--- config.mk ---
export PLATFORM = sky130hd
export DESIGN_NAME = pwm8_icb_regif_flat
export DESIGN_NICKNAME = d
export VERILOG_FILES = /design/src/rtl/pwm8_pkg.sv /design/src/rtl/pwm8_icb_regif_if.sv /design/src/rtl/pwm8_regif_rsp_fifo.sv /design/src/rtl/pwm8_icb_regif.sv /design/src/flat_wrapper.sv
export SDC_FILE = /design/constraint.sdc
export NUM_CORES = 1
export LEC_CHECK = 0
export CORE_AREA = 5 5 191 193
export DETAILED_ROUTE_END_ITERATION = 10
export DIE_AREA = 0 0 196 198
export DONT_BUFFER_PORTS = 1
export PLACE_DENSITY = 0.31
export SYNTH_ARGS = -nofsm -noshare
export SYNTH_HDL_FRONTEND = slang
export SYNTH_HIERARCHICAL = 1
export SYNTH_SLANG_ARGS = --single-unit
--- constraint.sdc ---
create_clock -name clock -period 1.6 [get_ports clock]
set_clock_uncertainty 0.2 [all_clocks]
set_input_delay 0.24 -clock clock [delete_from_list [all_inputs] [get_ports clock]]
set_output_delay 0.24 -clock clock [all_outputs]
set_load 0.1 [all_outputs]
--- src/rtl/pwm8_pkg.sv ---
// ---------------------------------------------------------------------------
// pwm8_pkg
// Shared definitions for the PWM8 register-bus front end:
//   - byte offsets of every mapped core register
//   - register-select enum produced by the address decoder
//   - response payload struct carried by the response queue
//   - decode and byte-mask expansion helpers
// ---------------------------------------------------------------------------
package pwm8_pkg;

   localparam logic [5:0] PWM8_OFS_CFG     = 6'h00;
   localparam logic [5:0] PWM8_OFS_COUNTLO = 6'h08;
   localparam logic [5:0] PWM8_OFS_COUNTHI = 6'h0C;
   localparam logic [5:0] PWM8_OFS_S       = 6'h10;
   localparam logic [5:0] PWM8_OFS_FEED    = 6'h18;
   localparam logic [5:0] PWM8_OFS_KEY     = 6'h1C;
   localparam logic [5:0] PWM8_OFS_CMP0    = 6'h20;
   localparam logic [5:0] PWM8_OFS_CMP1    = 6'h24;
   localparam logic [5:0] PWM8_OFS_CMP2    = 6'h28;
   localparam logic [5:0] PWM8_OFS_CMP3    = 6'h2C;

   localparam int PWM8_NUM_REGS = 10;

   // Enum values double as the bit index into the write-strobe vector.
   typedef enum logic [3:0] {
      SEL_CFG     = 4'd0,
      SEL_COUNTLO = 4'd1,
      SEL_COUNTHI = 4'd2,
      SEL_S       = 4'd3,
      SEL_CMP0    = 4'd4,
      SEL_CMP1    = 4'd5,
      SEL_CMP2    = 4'd6,
      SEL_CMP3    = 4'd7,
      SEL_FEED    = 4'd8,
      SEL_KEY     = 4'd9,
      SEL_NONE    = 4'd10
   } reg_sel_e;

   typedef struct packed {
      logic [31:0] rdata;
      logic        err;
   } rsp_t;

   // Only the word offset (address bits [5:2]) takes part in the decode.
   function automatic reg_sel_e pwm8_decode(input logic [3:0] word);
      logic [5:0] ofs;
      reg_sel_e   sel;
      ofs = {word, 2'b00};
      case (ofs)
         PWM8_OFS_CFG:     sel = SEL_CFG;
         PWM8_OFS_COUNTLO: sel = SEL_COUNTLO;
         PWM8_OFS_COUNTHI: sel = SEL_COUNTHI;
         PWM8_OFS_S:       sel = SEL_S;
         PWM8_OFS_FEED:    sel = SEL_FEED;
         PWM8_OFS_KEY:     sel = SEL_KEY;
         PWM8_OFS_CMP0:    sel = SEL_CMP0;
         PWM8_OFS_CMP1:    sel = SEL_CMP1;
         PWM8_OFS_CMP2:    sel = SEL_CMP2;
         PWM8_OFS_CMP3:    sel = SEL_CMP3;
         default:          sel = SEL_NONE;
      endcase
      return sel;
   endfunction

   function automatic logic [31:0] pwm8_expand_mask(input logic [3:0] m);
      return {{8{m[3]}}, {8{m[2]}}, {8{m[1]}}, {8{m[0]}}};
   endfunction

endpackage

--- src/rtl/pwm8_icb_regif_if.sv ---
// ---------------------------------------------------------------------------
// pwm8_icb_regif_if
// ICB command/response channel between the peripheral fabric (master) and
// the PWM8 register front end (slave).
//   cmd: i_icb_cmd_valid / o_icb_cmd_ready, addr, read, wdata, wmask
//   rsp: o_icb_rsp_valid / i_icb_rsp_ready, rdata, err
// Signal names carry the direction as seen from the slave.
// ---------------------------------------------------------------------------
interface pwm8_icb_regif_if #(
   parameter int ADDR_W = 12
);
   logic              i_icb_cmd_valid;
   logic              o_icb_cmd_ready;
   logic [ADDR_W-1:0] i_icb_cmd_addr;
   logic              i_icb_cmd_read;
   logic [31:0]       i_icb_cmd_wdata;
   logic [3:0]        i_icb_cmd_wmask;
   logic              o_icb_rsp_valid;
   logic              i_icb_rsp_ready;
   logic [31:0]       o_icb_rsp_rdata;
   logic              o_icb_rsp_err;

   modport master (
      output i_icb_cmd_valid, i_icb_cmd_addr, i_icb_cmd_read,
             i_icb_cmd_wdata, i_icb_cmd_wmask, i_icb_rsp_ready,
      input  o_icb_cmd_ready, o_icb_rsp_valid, o_icb_rsp_rdata, o_icb_rsp_err
   );

   modport slave (
      input  i_icb_cmd_valid, i_icb_cmd_addr, i_icb_cmd_read,
             i_icb_cmd_wdata, i_icb_cmd_wmask, i_icb_rsp_ready,
      output o_icb_cmd_ready, o_icb_rsp_valid, o_icb_rsp_rdata, o_icb_rsp_err
   );
endinterface

--- src/rtl/pwm8_regif_rsp_fifo.sv ---
// ---------------------------------------------------------------------------
// pwm8_regif_rsp_fifo
// Response queue of depth 1 or 2 with wrapping read/write pointers.
//   clock, reset   : clock, asynchronous active-high reset
//   i_push         : load i_push_data (ignored when full unless popping)
//   i_pop          : discard the head entry (ignored when empty)
//   o_head         : head entry, stable while not popped
//   o_full/o_empty : registered status flags
// ---------------------------------------------------------------------------
module pwm8_regif_rsp_fifo
   import pwm8_pkg::*;
#(
   parameter int DEPTH = 1
) (
   input  logic clock,
   input  logic reset,
   input  logic i_push,
   input  rsp_t i_push_data,
   input  logic i_pop,
   output rsp_t o_head,
   output logic o_full,
   output logic o_empty
);

   localparam int PTR_W = (DEPTH > 1) ? $clog2(DEPTH) : 1;
   localparam int CNT_W = $clog2(DEPTH + 1);

   rsp_t             r_mem [DEPTH];
   logic [PTR_W-1:0] r_wr_ptr;
   logic [PTR_W-1:0] r_rd_ptr;
   logic [CNT_W-1:0] r_count;
   logic             r_full;
   logic             r_empty;

   logic             w_push_ok;
   logic             w_pop_ok;
   logic [CNT_W-1:0] w_count_nxt;

   function automatic logic [PTR_W-1:0] ptr_inc(input logic [PTR_W-1:0] p);
      return (p == PTR_W'(DEPTH - 1)) ? '0 : p + 1'b1;
   endfunction

   // A push into a full queue is legal only together with a pop: the head
   // slot is freed on the same edge.
   assign w_pop_ok  = i_pop & ~r_empty;
   assign w_push_ok = i_push & (~r_full | w_pop_ok);

   always_comb begin
      w_count_nxt = r_count;
      case ({w_push_ok, w_pop_ok})
         2'b10:   w_count_nxt = r_count + 1'b1;
         2'b01:   w_count_nxt = r_count - 1'b1;
         default: w_count_nxt = r_count;
      endcase
   end

   always_ff @(posedge clock or posedge reset) begin
      if (reset) begin
         for (int i = 0; i < DEPTH; i++) begin
            r_mem[i] <= '0;
         end
         r_wr_ptr <= '0;
         r_rd_ptr <= '0;
         r_count  <= '0;
         r_full   <= 1'b0;
         r_empty  <= 1'b1;
      end else begin
         if (w_push_ok) begin
            r_mem[r_wr_ptr] <= i_push_data;
            r_wr_ptr        <= ptr_inc(r_wr_ptr);
         end
         if (w_pop_ok) begin
            r_rd_ptr <= ptr_inc(r_rd_ptr);
         end
         r_count <= w_count_nxt;
         r_full  <= (w_count_nxt == CNT_W'(DEPTH));
         r_empty <= (w_count_nxt == '0);
      end
   end

   assign o_head  = r_mem[r_rd_ptr];
   assign o_full  = r_full;
   assign o_empty = r_empty;

endmodule

--- src/rtl/pwm8_icb_regif.sv ---
// ---------------------------------------------------------------------------
// pwm8_icb_regif
// ICB register front end for the 8-bit PWM core. Decodes the word offset of
// each accepted command, returns read data sampled from the core's _read
// buses in the accept cycle, and issues a one-cycle write strobe with the
// byte-merged value on the cycle after a write is accepted.
//
// Ports
//   clock, reset          : clock, asynchronous active-high reset
//   icb (slave)           : ICB command / response channel
//   io_regs_<r>_write_valid / _write_bits : write strobe and merged value
//   io_regs_<r>_read      : current core register value
//
// Build option
//   PWM8_REGIF_RSP_FIFO_EN : 2-entry response FIFO with registered cmd_ready.
//   Undefined              : single response register; cmd_ready is
//                            ~rsp_valid | rsp_ready (combinational).
// ---------------------------------------------------------------------------
module pwm8_icb_regif
   import pwm8_pkg::*;
#(
   parameter int ADDR_W = 12
) (
   input  logic              clock,
   input  logic              reset,
   pwm8_icb_regif_if.slave   icb,

   output logic              io_regs_cfg_write_valid,
   output logic [31:0]       io_regs_cfg_write_bits,
   input  logic [31:0]       io_regs_cfg_read,
   output logic              io_regs_countLo_write_valid,
   output logic [31:0]       io_regs_countLo_write_bits,
   input  logic [31:0]       io_regs_countLo_read,
   output logic              io_regs_countHi_write_valid,
   output logic [31:0]       io_regs_countHi_write_bits,
   input  logic [31:0]       io_regs_countHi_read,
   output logic              io_regs_s_write_valid,
   output logic [7:0]        io_regs_s_write_bits,
   input  logic [7:0]        io_regs_s_read,
   output logic              io_regs_cmp_0_write_valid,
   output logic [7:0]        io_regs_cmp_0_write_bits,
   input  logic [7:0]        io_regs_cmp_0_read,
   output logic              io_regs_cmp_1_write_valid,
   output logic [7:0]        io_regs_cmp_1_write_bits,
   input  logic [7:0]        io_regs_cmp_1_read,
   output logic              io_regs_cmp_2_write_valid,
   output logic [7:0]        io_regs_cmp_2_write_bits,
   input  logic [7:0]        io_regs_cmp_2_read,
   output logic              io_regs_cmp_3_write_valid,
   output logic [7:0]        io_regs_cmp_3_write_bits,
   input  logic [7:0]        io_regs_cmp_3_read,
   output logic              io_regs_feed_write_valid,
   output logic [31:0]       io_regs_feed_write_bits,
   input  logic [31:0]       io_regs_feed_read,
   output logic              io_regs_key_write_valid,
   output logic [31:0]       io_regs_key_write_bits,
   input  logic [31:0]       io_regs_key_read
);

`ifdef PWM8_REGIF_RSP_FIFO_EN
   localparam int RSP_DEPTH = 2;
`else
   localparam int RSP_DEPTH = 1;
`endif

   reg_sel_e                 w_sel;
   logic [31:0]              w_rd_val;
   logic [31:0]              w_bitmask;
   logic [31:0]              w_merged;
   logic                     w_accept;
   logic                     w_wr_hit;
   logic                     w_cmd_ready;
   rsp_t                     w_rsp_push;
   rsp_t                     w_rsp_head;
   logic                     w_fifo_full;
   logic                     w_fifo_empty;
   logic                     w_rsp_pop;
   logic                     w_unused_addr;

   logic [PWM8_NUM_REGS-1:0] r_wv;
   logic [31:0]              r_wbits;

   assign w_sel         = pwm8_decode(icb.i_icb_cmd_addr[5:2]);
   assign w_unused_addr = ^{icb.i_icb_cmd_addr[ADDR_W-1:6], icb.i_icb_cmd_addr[1:0]};

   always_comb begin
      w_rd_val = '0;
      case (w_sel)
         SEL_CFG:     w_rd_val = io_regs_cfg_read;
         SEL_COUNTLO: w_rd_val = io_regs_countLo_read;
         SEL_COUNTHI: w_rd_val = io_regs_countHi_read;
         SEL_S:       w_rd_val = {24'h0, io_regs_s_read};
         SEL_CMP0:    w_rd_val = {24'h0, io_regs_cmp_0_read};
         SEL_CMP1:    w_rd_val = {24'h0, io_regs_cmp_1_read};
         SEL_CMP2:    w_rd_val = {24'h0, io_regs_cmp_2_read};
         SEL_CMP3:    w_rd_val = {24'h0, io_regs_cmp_3_read};
         SEL_FEED:    w_rd_val = io_regs_feed_read;
         SEL_KEY:     w_rd_val = io_regs_key_read;
         default:     w_rd_val = '0;
      endcase
   end

   // Unmasked bytes keep the value the core shows in the accept cycle.
   assign w_bitmask = pwm8_expand_mask(icb.i_icb_cmd_wmask);
   assign w_merged  = (icb.i_icb_cmd_wdata & w_bitmask) | (w_rd_val & ~w_bitmask);

   assign w_rsp_pop = ~w_fifo_empty & icb.i_icb_rsp_ready;

`ifdef PWM8_REGIF_RSP_FIFO_EN
   assign w_cmd_ready = ~w_fifo_full;
`else
   // The single slot frees up on the same edge it is drained.
   assign w_cmd_ready = ~w_fifo_full | icb.i_icb_rsp_ready;
`endif

   assign w_accept = icb.i_icb_cmd_valid & w_cmd_ready;
   assign w_wr_hit = w_accept & ~icb.i_icb_cmd_read & (w_sel != SEL_NONE);

   always_comb begin
      w_rsp_push.err   = (w_sel == SEL_NONE);
      w_rsp_push.rdata = (icb.i_icb_cmd_read && (w_sel != SEL_NONE)) ? w_rd_val : 32'h0;
   end

   pwm8_regif_rsp_fifo #(
      .DEPTH       (RSP_DEPTH)
   ) u_rsp_fifo (
      .clock       (clock),
      .reset       (reset),
      .i_push      (w_accept),
      .i_push_data (w_rsp_push),
      .i_pop       (w_rsp_pop),
      .o_head      (w_rsp_head),
      .o_full      (w_fifo_full),
      .o_empty     (w_fifo_empty)
   );

   // Strobes self-clear every cycle; the merged value stays until the next
   // write of any register.
   always_ff @(posedge clock or posedge reset) begin
      if (reset) begin
         r_wv    <= '0;
         r_wbits <= '0;
      end else begin
         r_wv <= '0;
         if (w_wr_hit) begin
            r_wv[w_sel] <= 1'b1;
            r_wbits     <= w_merged;
         end
      end
   end

   assign icb.o_icb_cmd_ready = w_cmd_ready;
   assign icb.o_icb_rsp_valid = ~w_fifo_empty;
   assign icb.o_icb_rsp_rdata = w_rsp_head.rdata;
   assign icb.o_icb_rsp_err   = w_rsp_head.err;

   assign io_regs_cfg_write_valid     = r_wv[SEL_CFG];
   assign io_regs_countLo_write_valid = r_wv[SEL_COUNTLO];
   assign io_regs_countHi_write_valid = r_wv[SEL_COUNTHI];
   assign io_regs_s_write_valid       = r_wv[SEL_S];
   assign io_regs_cmp_0_write_valid   = r_wv[SEL_CMP0];
   assign io_regs_cmp_1_write_valid   = r_wv[SEL_CMP1];
   assign io_regs_cmp_2_write_valid   = r_wv[SEL_CMP2];
   assign io_regs_cmp_3_write_valid   = r_wv[SEL_CMP3];
   assign io_regs_feed_write_valid    = r_wv[SEL_FEED];
   assign io_regs_key_write_valid     = r_wv[SEL_KEY];

   assign io_regs_cfg_write_bits      = r_wbits;
   assign io_regs_countLo_write_bits  = r_wbits;
   assign io_regs_countHi_write_bits  = r_wbits;
   assign io_regs_s_write_bits        = r_wbits[7:0];
   assign io_regs_cmp_0_write_bits    = r_wbits[7:0];
   assign io_regs_cmp_1_write_bits    = r_wbits[7:0];
   assign io_regs_cmp_2_write_bits    = r_wbits[7:0];
   assign io_regs_cmp_3_write_bits    = r_wbits[7:0];
   assign io_regs_feed_write_bits     = r_wbits;
   assign io_regs_key_write_bits      = r_wbits;

endmodule

--- src/flat_wrapper.sv ---
// flat-port wrapper written by rule: the top's interface ports become plain ports
module pwm8_icb_regif_flat import pwm8_pkg::*;
#(
   parameter int ADDR_W = 12
)
  (clock, reset, io_regs_cfg_write_valid, io_regs_cfg_write_bits, io_regs_cfg_read, io_regs_countLo_write_valid, io_regs_countLo_write_bits, io_regs_countLo_read, io_regs_countHi_write_valid, io_regs_countHi_write_bits, io_regs_countHi_read, io_regs_s_write_valid, io_regs_s_write_bits, io_regs_s_read, io_regs_cmp_0_write_valid, io_regs_cmp_0_write_bits, io_regs_cmp_0_read, io_regs_cmp_1_write_valid, io_regs_cmp_1_write_bits, io_regs_cmp_1_read, io_regs_cmp_2_write_valid, io_regs_cmp_2_write_bits, io_regs_cmp_2_read, io_regs_cmp_3_write_valid, io_regs_cmp_3_write_bits, io_regs_cmp_3_read, io_regs_feed_write_valid, io_regs_feed_write_bits, io_regs_feed_read, io_regs_key_write_valid, io_regs_key_write_bits, io_regs_key_read, icb_i_icb_cmd_valid, icb_i_icb_cmd_addr, icb_i_icb_cmd_read, icb_i_icb_cmd_wdata, icb_i_icb_cmd_wmask, icb_i_icb_rsp_ready, icb_o_icb_cmd_ready, icb_o_icb_rsp_valid, icb_o_icb_rsp_rdata, icb_o_icb_rsp_err);
  pwm8_icb_regif_if #(.ADDR_W(ADDR_W)) icb_i ();
  input  logic clock;
  input  logic reset;
  output logic io_regs_cfg_write_valid;
  output logic [31:0] io_regs_cfg_write_bits;
  input  logic [31:0] io_regs_cfg_read;
  output logic io_regs_countLo_write_valid;
  output logic [31:0] io_regs_countLo_write_bits;
  input  logic [31:0] io_regs_countLo_read;
  output logic io_regs_countHi_write_valid;
  output logic [31:0] io_regs_countHi_write_bits;
  input  logic [31:0] io_regs_countHi_read;
  output logic io_regs_s_write_valid;
  output logic [7:0] io_regs_s_write_bits;
  input  logic [7:0] io_regs_s_read;
  output logic io_regs_cmp_0_write_valid;
  output logic [7:0] io_regs_cmp_0_write_bits;
  input  logic [7:0] io_regs_cmp_0_read;
  output logic io_regs_cmp_1_write_valid;
  output logic [7:0] io_regs_cmp_1_write_bits;
  input  logic [7:0] io_regs_cmp_1_read;
  output logic io_regs_cmp_2_write_valid;
  output logic [7:0] io_regs_cmp_2_write_bits;
  input  logic [7:0] io_regs_cmp_2_read;
  output logic io_regs_cmp_3_write_valid;
  output logic [7:0] io_regs_cmp_3_write_bits;
  input  logic [7:0] io_regs_cmp_3_read;
  output logic io_regs_feed_write_valid;
  output logic [31:0] io_regs_feed_write_bits;
  input  logic [31:0] io_regs_feed_read;
  output logic io_regs_key_write_valid;
  output logic [31:0] io_regs_key_write_bits;
  input  logic [31:0] io_regs_key_read;
  input wire logic [$bits(icb_i.i_icb_cmd_valid)-1:0] icb_i_icb_cmd_valid;
  input wire logic [$bits(icb_i.i_icb_cmd_addr)-1:0] icb_i_icb_cmd_addr;
  input wire logic [$bits(icb_i.i_icb_cmd_read)-1:0] icb_i_icb_cmd_read;
  input wire logic [$bits(icb_i.i_icb_cmd_wdata)-1:0] icb_i_icb_cmd_wdata;
  input wire logic [$bits(icb_i.i_icb_cmd_wmask)-1:0] icb_i_icb_cmd_wmask;
  input wire logic [$bits(icb_i.i_icb_rsp_ready)-1:0] icb_i_icb_rsp_ready;
  output wire logic [$bits(icb_i.o_icb_cmd_ready)-1:0] icb_o_icb_cmd_ready;
  output wire logic [$bits(icb_i.o_icb_rsp_valid)-1:0] icb_o_icb_rsp_valid;
  output wire logic [$bits(icb_i.o_icb_rsp_rdata)-1:0] icb_o_icb_rsp_rdata;
  output wire logic [$bits(icb_i.o_icb_rsp_err)-1:0] icb_o_icb_rsp_err;
  assign icb_i.i_icb_cmd_valid = icb_i_icb_cmd_valid;
  assign icb_i.i_icb_cmd_addr = icb_i_icb_cmd_addr;
  assign icb_i.i_icb_cmd_read = icb_i_icb_cmd_read;
  assign icb_i.i_icb_cmd_wdata = icb_i_icb_cmd_wdata;
  assign icb_i.i_icb_cmd_wmask = icb_i_icb_cmd_wmask;
  assign icb_i.i_icb_rsp_ready = icb_i_icb_rsp_ready;
  assign icb_o_icb_cmd_ready = icb_i.o_icb_cmd_ready;
  assign icb_o_icb_rsp_valid = icb_i.o_icb_rsp_valid;
  assign icb_o_icb_rsp_rdata = icb_i.o_icb_rsp_rdata;
  assign icb_o_icb_rsp_err = icb_i.o_icb_rsp_err;
  pwm8_icb_regif #(.ADDR_W(ADDR_W)) u_core (.clock(clock), .reset(reset), .icb(icb_i), .io_regs_cfg_write_valid(io_regs_cfg_write_valid), .io_regs_cfg_write_bits(io_regs_cfg_write_bits), .io_regs_cfg_read(io_regs_cfg_read), .io_regs_countLo_write_valid(io_regs_countLo_write_valid), .io_regs_countLo_write_bits(io_regs_countLo_write_bits), .io_regs_countLo_read(io_regs_countLo_read), .io_regs_countHi_write_valid(io_regs_countHi_write_valid), .io_regs_countHi_write_bits(io_regs_countHi_write_bits), .io_regs_countHi_read(io_regs_countHi_read), .io_regs_s_write_valid(io_regs_s_write_valid), .io_regs_s_write_bits(io_regs_s_write_bits), .io_regs_s_read(io_regs_s_read), .io_regs_cmp_0_write_valid(io_regs_cmp_0_write_valid), .io_regs_cmp_0_write_bits(io_regs_cmp_0_write_bits), .io_regs_cmp_0_read(io_regs_cmp_0_read), .io_regs_cmp_1_write_valid(io_regs_cmp_1_write_valid), .io_regs_cmp_1_write_bits(io_regs_cmp_1_write_bits), .io_regs_cmp_1_read(io_regs_cmp_1_read), .io_regs_cmp_2_write_valid(io_regs_cmp_2_write_valid), .io_regs_cmp_2_write_bits(io_regs_cmp_2_write_bits), .io_regs_cmp_2_read(io_regs_cmp_2_read), .io_regs_cmp_3_write_valid(io_regs_cmp_3_write_valid), .io_regs_cmp_3_write_bits(io_regs_cmp_3_write_bits), .io_regs_cmp_3_read(io_regs_cmp_3_read), .io_regs_feed_write_valid(io_regs_feed_write_valid), .io_regs_feed_write_bits(io_regs_feed_write_bits), .io_regs_feed_read(io_regs_feed_read), .io_regs_key_write_valid(io_regs_key_write_valid), .io_regs_key_write_bits(io_regs_key_write_bits), .io_regs_key_read(io_regs_key_read));
endmodule
==> Word-level counts from Yosys, hierarchy flattened <==
Index checks and enable logic that the tools add are counted.
{ "op_classes": {"addsub": 4, "mul": 0, "div": 0, "order_cmp": 5, "n_eq_ne": 22, "n_shift": 0, "n_mux": 12, "bitwise": 16, "n_reduce_logical": 5} }
{ "ops": {"columns": ["op", "count"], "rows": [
  ["one-hot mux 32 bit (10 select lines)", 1],
  ["2-to-1 mux 33 bit", 2],
  ["AND 32 bit", 2],
  ["one-hot mux 4 bit (10 select lines)", 1],
  ["bitwise mux 33 bit", 1],
  ["2-to-1 mux 32 bit", 1],
  ["inverter 32 bit", 1],
  ["OR 32 bit", 1],
  ["== test 4 x 3 -> 1 bit, second input constant", 7],
  ["== test 4 bit, second input constant", 7],
  ["== test 4 x 2 -> 1 bit, second input constant", 4],
  ["2-to-1 mux 10 bit", 1],
  ["zero test 4 bit", 2],
  ["AND 1 bit", 6],
  ["less-than comparator 4 x 5 -> 1 bit, second input constant", 1],
  ["demux 1 bit (select 4 bit)", 1],
  ["== test 4 x 1 -> 1 bit, second input constant", 1],
  ["greater-or-equal comparator 4 x 1 -> 1 bit, second input constant", 1],
  ["inequality test 4 bit, second input constant", 1],
  ["inverter 1 bit", 4],
  ["adder 1 bit, second input constant", 3],
  ["logical AND 1 bit", 3],
  ["2-to-1 mux 1 bit", 3],
  ["== test 2 x 1 -> 1 bit, second input constant", 1],
  ["other kinds (6)", 8]
]} }
{ "totals": {"regBits": 79, "latch_bits": 0, "ramBits": 0, "romBits": 0, "input_bits": 253, "output_inout_bits": 245, "elab_cells": 72, "mem_count": 0} }

==> Logic depth before layout (Yosys ltp) <==
{ "depth": {"word_depth": 8, "ltp_mapped": 9, "depth_no_buf": 6} }

==> By module <==
The synthesis kept the hierarchy.
{ "modules_own_cells": {"columns": ["mod", "n_inst", "cells_each", "area_each_um2"], "rows": [
  ["pwm8_icb_regif", 1, 653, 5346.4],
  ["pwm8_regif_rsp_fifo", 1, 78, 1348.8]
]} }

==> Worst setup path before layout <==
OpenSTA, ideal clock, no wires.
{ "synth_path": {"kind": "register to register", "start": "register u_core.u_rsp_fifo.r_full, in the netlist u_core/u_rsp_fifo/o_full", "end": "register u_core/u_rsp_fifo/r_mem[0] (netlist bit)", "setup_ns": 0.125, "arrival_time_ns": 2.257, "required_ns": 1.275, "slack_ns": -0.982, "path_stages_with_launch": 7, "n_path_buf": 1, "period_less_slack_ns": 2.582, "cell_sequence": "dfrtp_1 nand2b_1 nand2_1 inv_1 a21boi_4 buf_6 mux2_2"} }
{ "synth_via": {"elab_chain_len": 4, "elab_cells_between_ends": 5} }
{ "synth_lines": {"columns": ["element", "line", "rtl"], "rows": [
  ["from (decl)", "pwm8_regif_rsp_fifo.sv:32", "logic r_full;"],
  ["from (signal assigned)", "pwm8_regif_rsp_fifo.sv:76", "r_full <= (w_count_nxt == CNT_W'(DEPTH));"],
  ["inverter 1 bit", "pwm8_icb_regif.sv:113", "assign w_cmd_ready = ~w_fifo_full | icb.i_icb_rsp_ready;"],
  ["OR 1 bit", "pwm8_icb_regif.sv:113", null],
  ["named net icb_o_icb_cmd_ready", "flat_wrapper.sv:46", "output wire logic [$bits(icb_i.o_icb_cmd_ready)-1:0] icb_o_icb_cmd_ready;"],
  ["AND 1 bit", "pwm8_icb_regif.sv:116", "assign w_accept = icb.i_icb_cmd_valid & w_cmd_ready;"],
  ["named net u_core.w_accept", "pwm8_icb_regif.sv:70", "logic w_accept;"],
  ["AND 1 bit", "pwm8_regif_rsp_fifo.sv:46", "assign w_push_ok = i_push & (~r_full | w_pop_ok);"],
  ["to (signal, indexed assignment)", "pwm8_regif_rsp_fifo.sv:69", "r_mem[r_wr_ptr] <= i_push_data;"],
  ["to (decl)", "pwm8_regif_rsp_fifo.sv:28", "rsp_t r_mem [DEPTH];"]
]} }
The timed path passes the listed nets, and every way through them passes these cells.
A chain may end at the register's enable or synchronous reset.

==> Final worst setup path <==
{ "layout_path": {"start": "register u_core.r_wbits[21], in the netlist u_core/io_regs_cfg_write_bits[21]", "end": "output port io_regs_countHi_write_bits[21]"} }
{ "layout_lines": {"columns": ["element", "line", "rtl"], "rows": [
  ["from (decl)", "pwm8_icb_regif.sv:81", "logic [31:0] r_wbits;"],
  ["from (signal assigned)", "pwm8_icb_regif.sv:147", "r_wbits <= w_merged;"],
  ["to (decl)", "flat_wrapper.sv:17", "output logic [31:0] io_regs_countHi_write_bits;"]
]} }
No word-level cell between the ends.

==> results.md <==
* IO Count at 498
* Via total after detailed routing at 5637
* Routed len/inst at 28.0 um
* FF-to-FF path depth at 7
* CP Buf/Inv Count at 1
* Area delta synth->final at 49.0%
* H-tree levels at 3
* CP delay by family, top: flip-flops
* Max Buffers Root-to-Sink at 2
* Endpoints failing hold at 0
* Largest net degree at the start of global routing at 76
* Post-synthesis async set-or-reset flop share at 1.00
* Final GP Congestion at 0.835
* Sink Count at between 70 and 80
* Critical register-to-register path startpoint: u_core/u_rsp_fifo/o_full
* DR pass1 iterations at 4
* Max_cap viols at 0
* Register-to-Register Setup Slack at -0.19 ns
* Setup TNS at -25.83 ns
* Slew margin rel. at 0.382
* Vias in the first global route at 6322
* Post-synth EDFFs at 0
* Initial antenna violation count at 9
* CP max FO at 4
* WP depth at 1
* First-pass GRT wire length at 46.8 mm
* Critical Path RT at 1.16 ns
* Critical path type: flop to output port
* Syn_nets at 984
* Min Tclk post-route at around 1.8 ns
* Area contributors post-synth: dfrtp_1, buf_4, mux2_2
* CP Capture Type: output port
* Sequential cell area fraction in the yosys report at 0.288
* Final antenna-violating net count at 0
* Outcome: finished, violations left
* Post-synth top area cell: dfrtp_1
* Worst setup SP type: flop
* Die ar. at between 0.03 and 0.04 mm^2
* Worst Path Arrival at 1.35 ns
* Fin crit share at 1.12
* HPWL after DPL at around 25 mm
* End point of the critical path: io_regs_countHi_write_bits[21]
* Top-count cell post-synth: buf_4
* Hold WC Path Type: input port to flop
* CP max stage cell: dfrtp_4
* Drt total wl at roughly 34 mm
* Top FF cell, synth: dfrtp_1
* Post-synth top cells: buf_4, dfrtp_1, nand2_1, mux2_2, mux2i_1
* Design area at approximately 0.010 mm^2
* Mean area per synthesized cell at approximately 9.2 um^2
* Root buffer cell: clkbuf_16
* Syn. warnings at 6
* RSZ-0062 raised after global routing: yes
* Max Fclk at 558 MHz
* Reg-to-Reg End: u_core/u_rsp_fifo/r_mem[19]
* Max Slew Vio Count at 0
* Clock transition at path regs at 0.06 ns
* Final setup viols at 235
* Critical Path Start: u_core/io_regs_cfg_write_bits[21]
* CP max stage delay at 0.68 ns
* Synth Instances at 731
* Row Count at 68
* DP Area at approximately 0.008 mm^2
* I/O Buffers at 0
* Yosys reg bits at 77
* Final Worst Setup Slack at -0.192 ns
* Layout Nets at 1009
* GR Util All Layers at 0.168
* Synth top area share at 0.284
* Worst slew pin tran at 0.927 ns
* Cell variety after synth at 66
* Core box area at about 0.034 mm^2
* Ordered cell list for the critical path: buf_16
* Die width at 196 um
* FILL cells at around 3600
* DP Worst Slack at -0.546 ns
* Post-Synthesis Cell Area at around 0.0067 mm^2
* Worst-skew pair later-pin latency at 0.35 ns
* Failing checks: negative setup slack
* Remaining Overflow, GRT at 0
* CTS tree: yes
* Die height at 198 um
* Utilization after layout at 0.290
* Share of cells above drive strength 1 at 0.453
* Vias/cell at 4.62
* Effective utilization at floorplan at 0.195
* Starting DRT DRC Count at 261
* TritonCTS Buffers at 9
* HP Start: icb_i_icb_cmd_read
* DRC viols at 0
[cells by family (layout without fill, tap and decap cells)]
| family | count (synthesis) | count (layout) | synth area share |
|---|---|---|---|
| multiplexers | 95 | 95 | 0.153 |
| other | 0 | 5 | 0 |
| flip-flops | 77 | 77 | 0.288 |
| buffers and inverters | 233 | 263 | 0.247 |
| AND/OR/NAND/NOR | 193 | 193 | 0.171 |
| AO/OA/AOI/OAI | 132 | 132 | 0.140 |
| XOR/XNOR | 1 | 1 | 0.00131 |
[cell usage in the layout (no fill, tap or decap), types with 5 or more instances in the layout]
cell type / count
o21ai_1: 16
mux2_4: 40
dfrtp_1: 43
nand2b_1: 6
nand2_1: 39
buf_16: 44
mux2_2: 8
o221ai_1: 9
o22ai_1: 5
nand4_1: 9
dfrtp_4: 32
nand2_4: 8
o32ai_1: 6
buf_4: 79
nor3b_1: 8
or4b_1: 6
nand3b_1: 12
nor3_1: 6
o21ai_0: 14
buf_12: 52
and2_1: 23
o21ai_2: 7
and3_1: 8
inv_1: 5
a21oi_1: 19
a22oi_1: 19
o211ai_1: 5
diode_2: 5
a221o_1: 6
nor2_2: 7
nor2b_1: 12
mux2i_1: 46
clkbuf_16: 11
nor2_1: 7
dlygate4sd3_1: 46
buf_6: 12
[per-layer routing]
layer / track usage / routed length [um] / up-vias / part of all wire
met2: 0.294 / 17300 / 304 / 0.50
met3: 0.0434 / 2250 / 36 / 0.066
met1: 0.203 / 14000 / 2820 / 0.41
li1: - / - / 2471 / -
met5: 0 / 43 / - / 0.0013
met4: 0.0520 / 644 / 6 / 0.019
[repair_timing]
| action | in CTS | in global routing |
|---|---|---|
| endpoints found under the setup margin | 256 | 258 |
| gates resized for setup | 115 | 51 |
| endpoints found under the hold margin | 142 | 0 |
| gates cloned | 4 | 2 |
| pin swaps | 14 | 4 |
| hold buffers | 49 | 0 |
| setup buffers | 10 | 7 |
[worst min-delay path by stage]
stage,end,slack [ns],cells after the start
after floorplan,u_core/u_rsp_fifo/r_mem[0],0.19,1
after global placement,u_core/u_rsp_fifo/r_mem[15],-0.02,2
after detailed placement,u_core/u_rsp_fifo/r_mem[15],-0.02,2
after CTS,u_core/u_rsp_fifo/r_mem[1],0.006,2
after global routing,u_core/io_regs_cfg_write_bits[26],0.02,2
final,u_core/u_rsp_fifo/r_mem[6],0.04,2
[final cells by class]
| cell class | count | area (um^2) | area share |
|---|---|---|---|
| clock inverter | 4 | 47.5 | 0.00477 |
| multi-input combinational | 421 | 3480 | 0.349 |
| clock buffer | 12 | 246 | 0.0247 |
| antenna | 5 | 12.5 | 0.00125 |
| sequential | 77 | 2050 | 0.205 |
| timing repair buffer | 238 | 3530 | 0.354 |
| tap | 455 | 569 | 0.0571 |
| inverter | 9 | 33.8 | 0.00339 |
[registers in the layout, summed over array words and instances, names as in the netlist]
signal                         flops
u_core/io_regs_cfg_write_bits     32
u_core/r_wv                       10
u_core/u_rsp_fifo/o_empty          1
u_core/u_rsp_fifo/o_full           1
u_core/u_rsp_fifo/r_mem           33
[per-stage QoR]
stage | cells | hold WS (ns)
finish | 1221 | 0.0407
global route | 1220 | 0.0180
floorplan | 731 | 0.193
detailed placement | 1131 | -0.0201
CTS | 1209 | 0.00575
global placement | 1131 | -0.0215
Power is not shown: default switching activity piles up to over one toggle a cycle in this logic, so the estimate is an artifact.
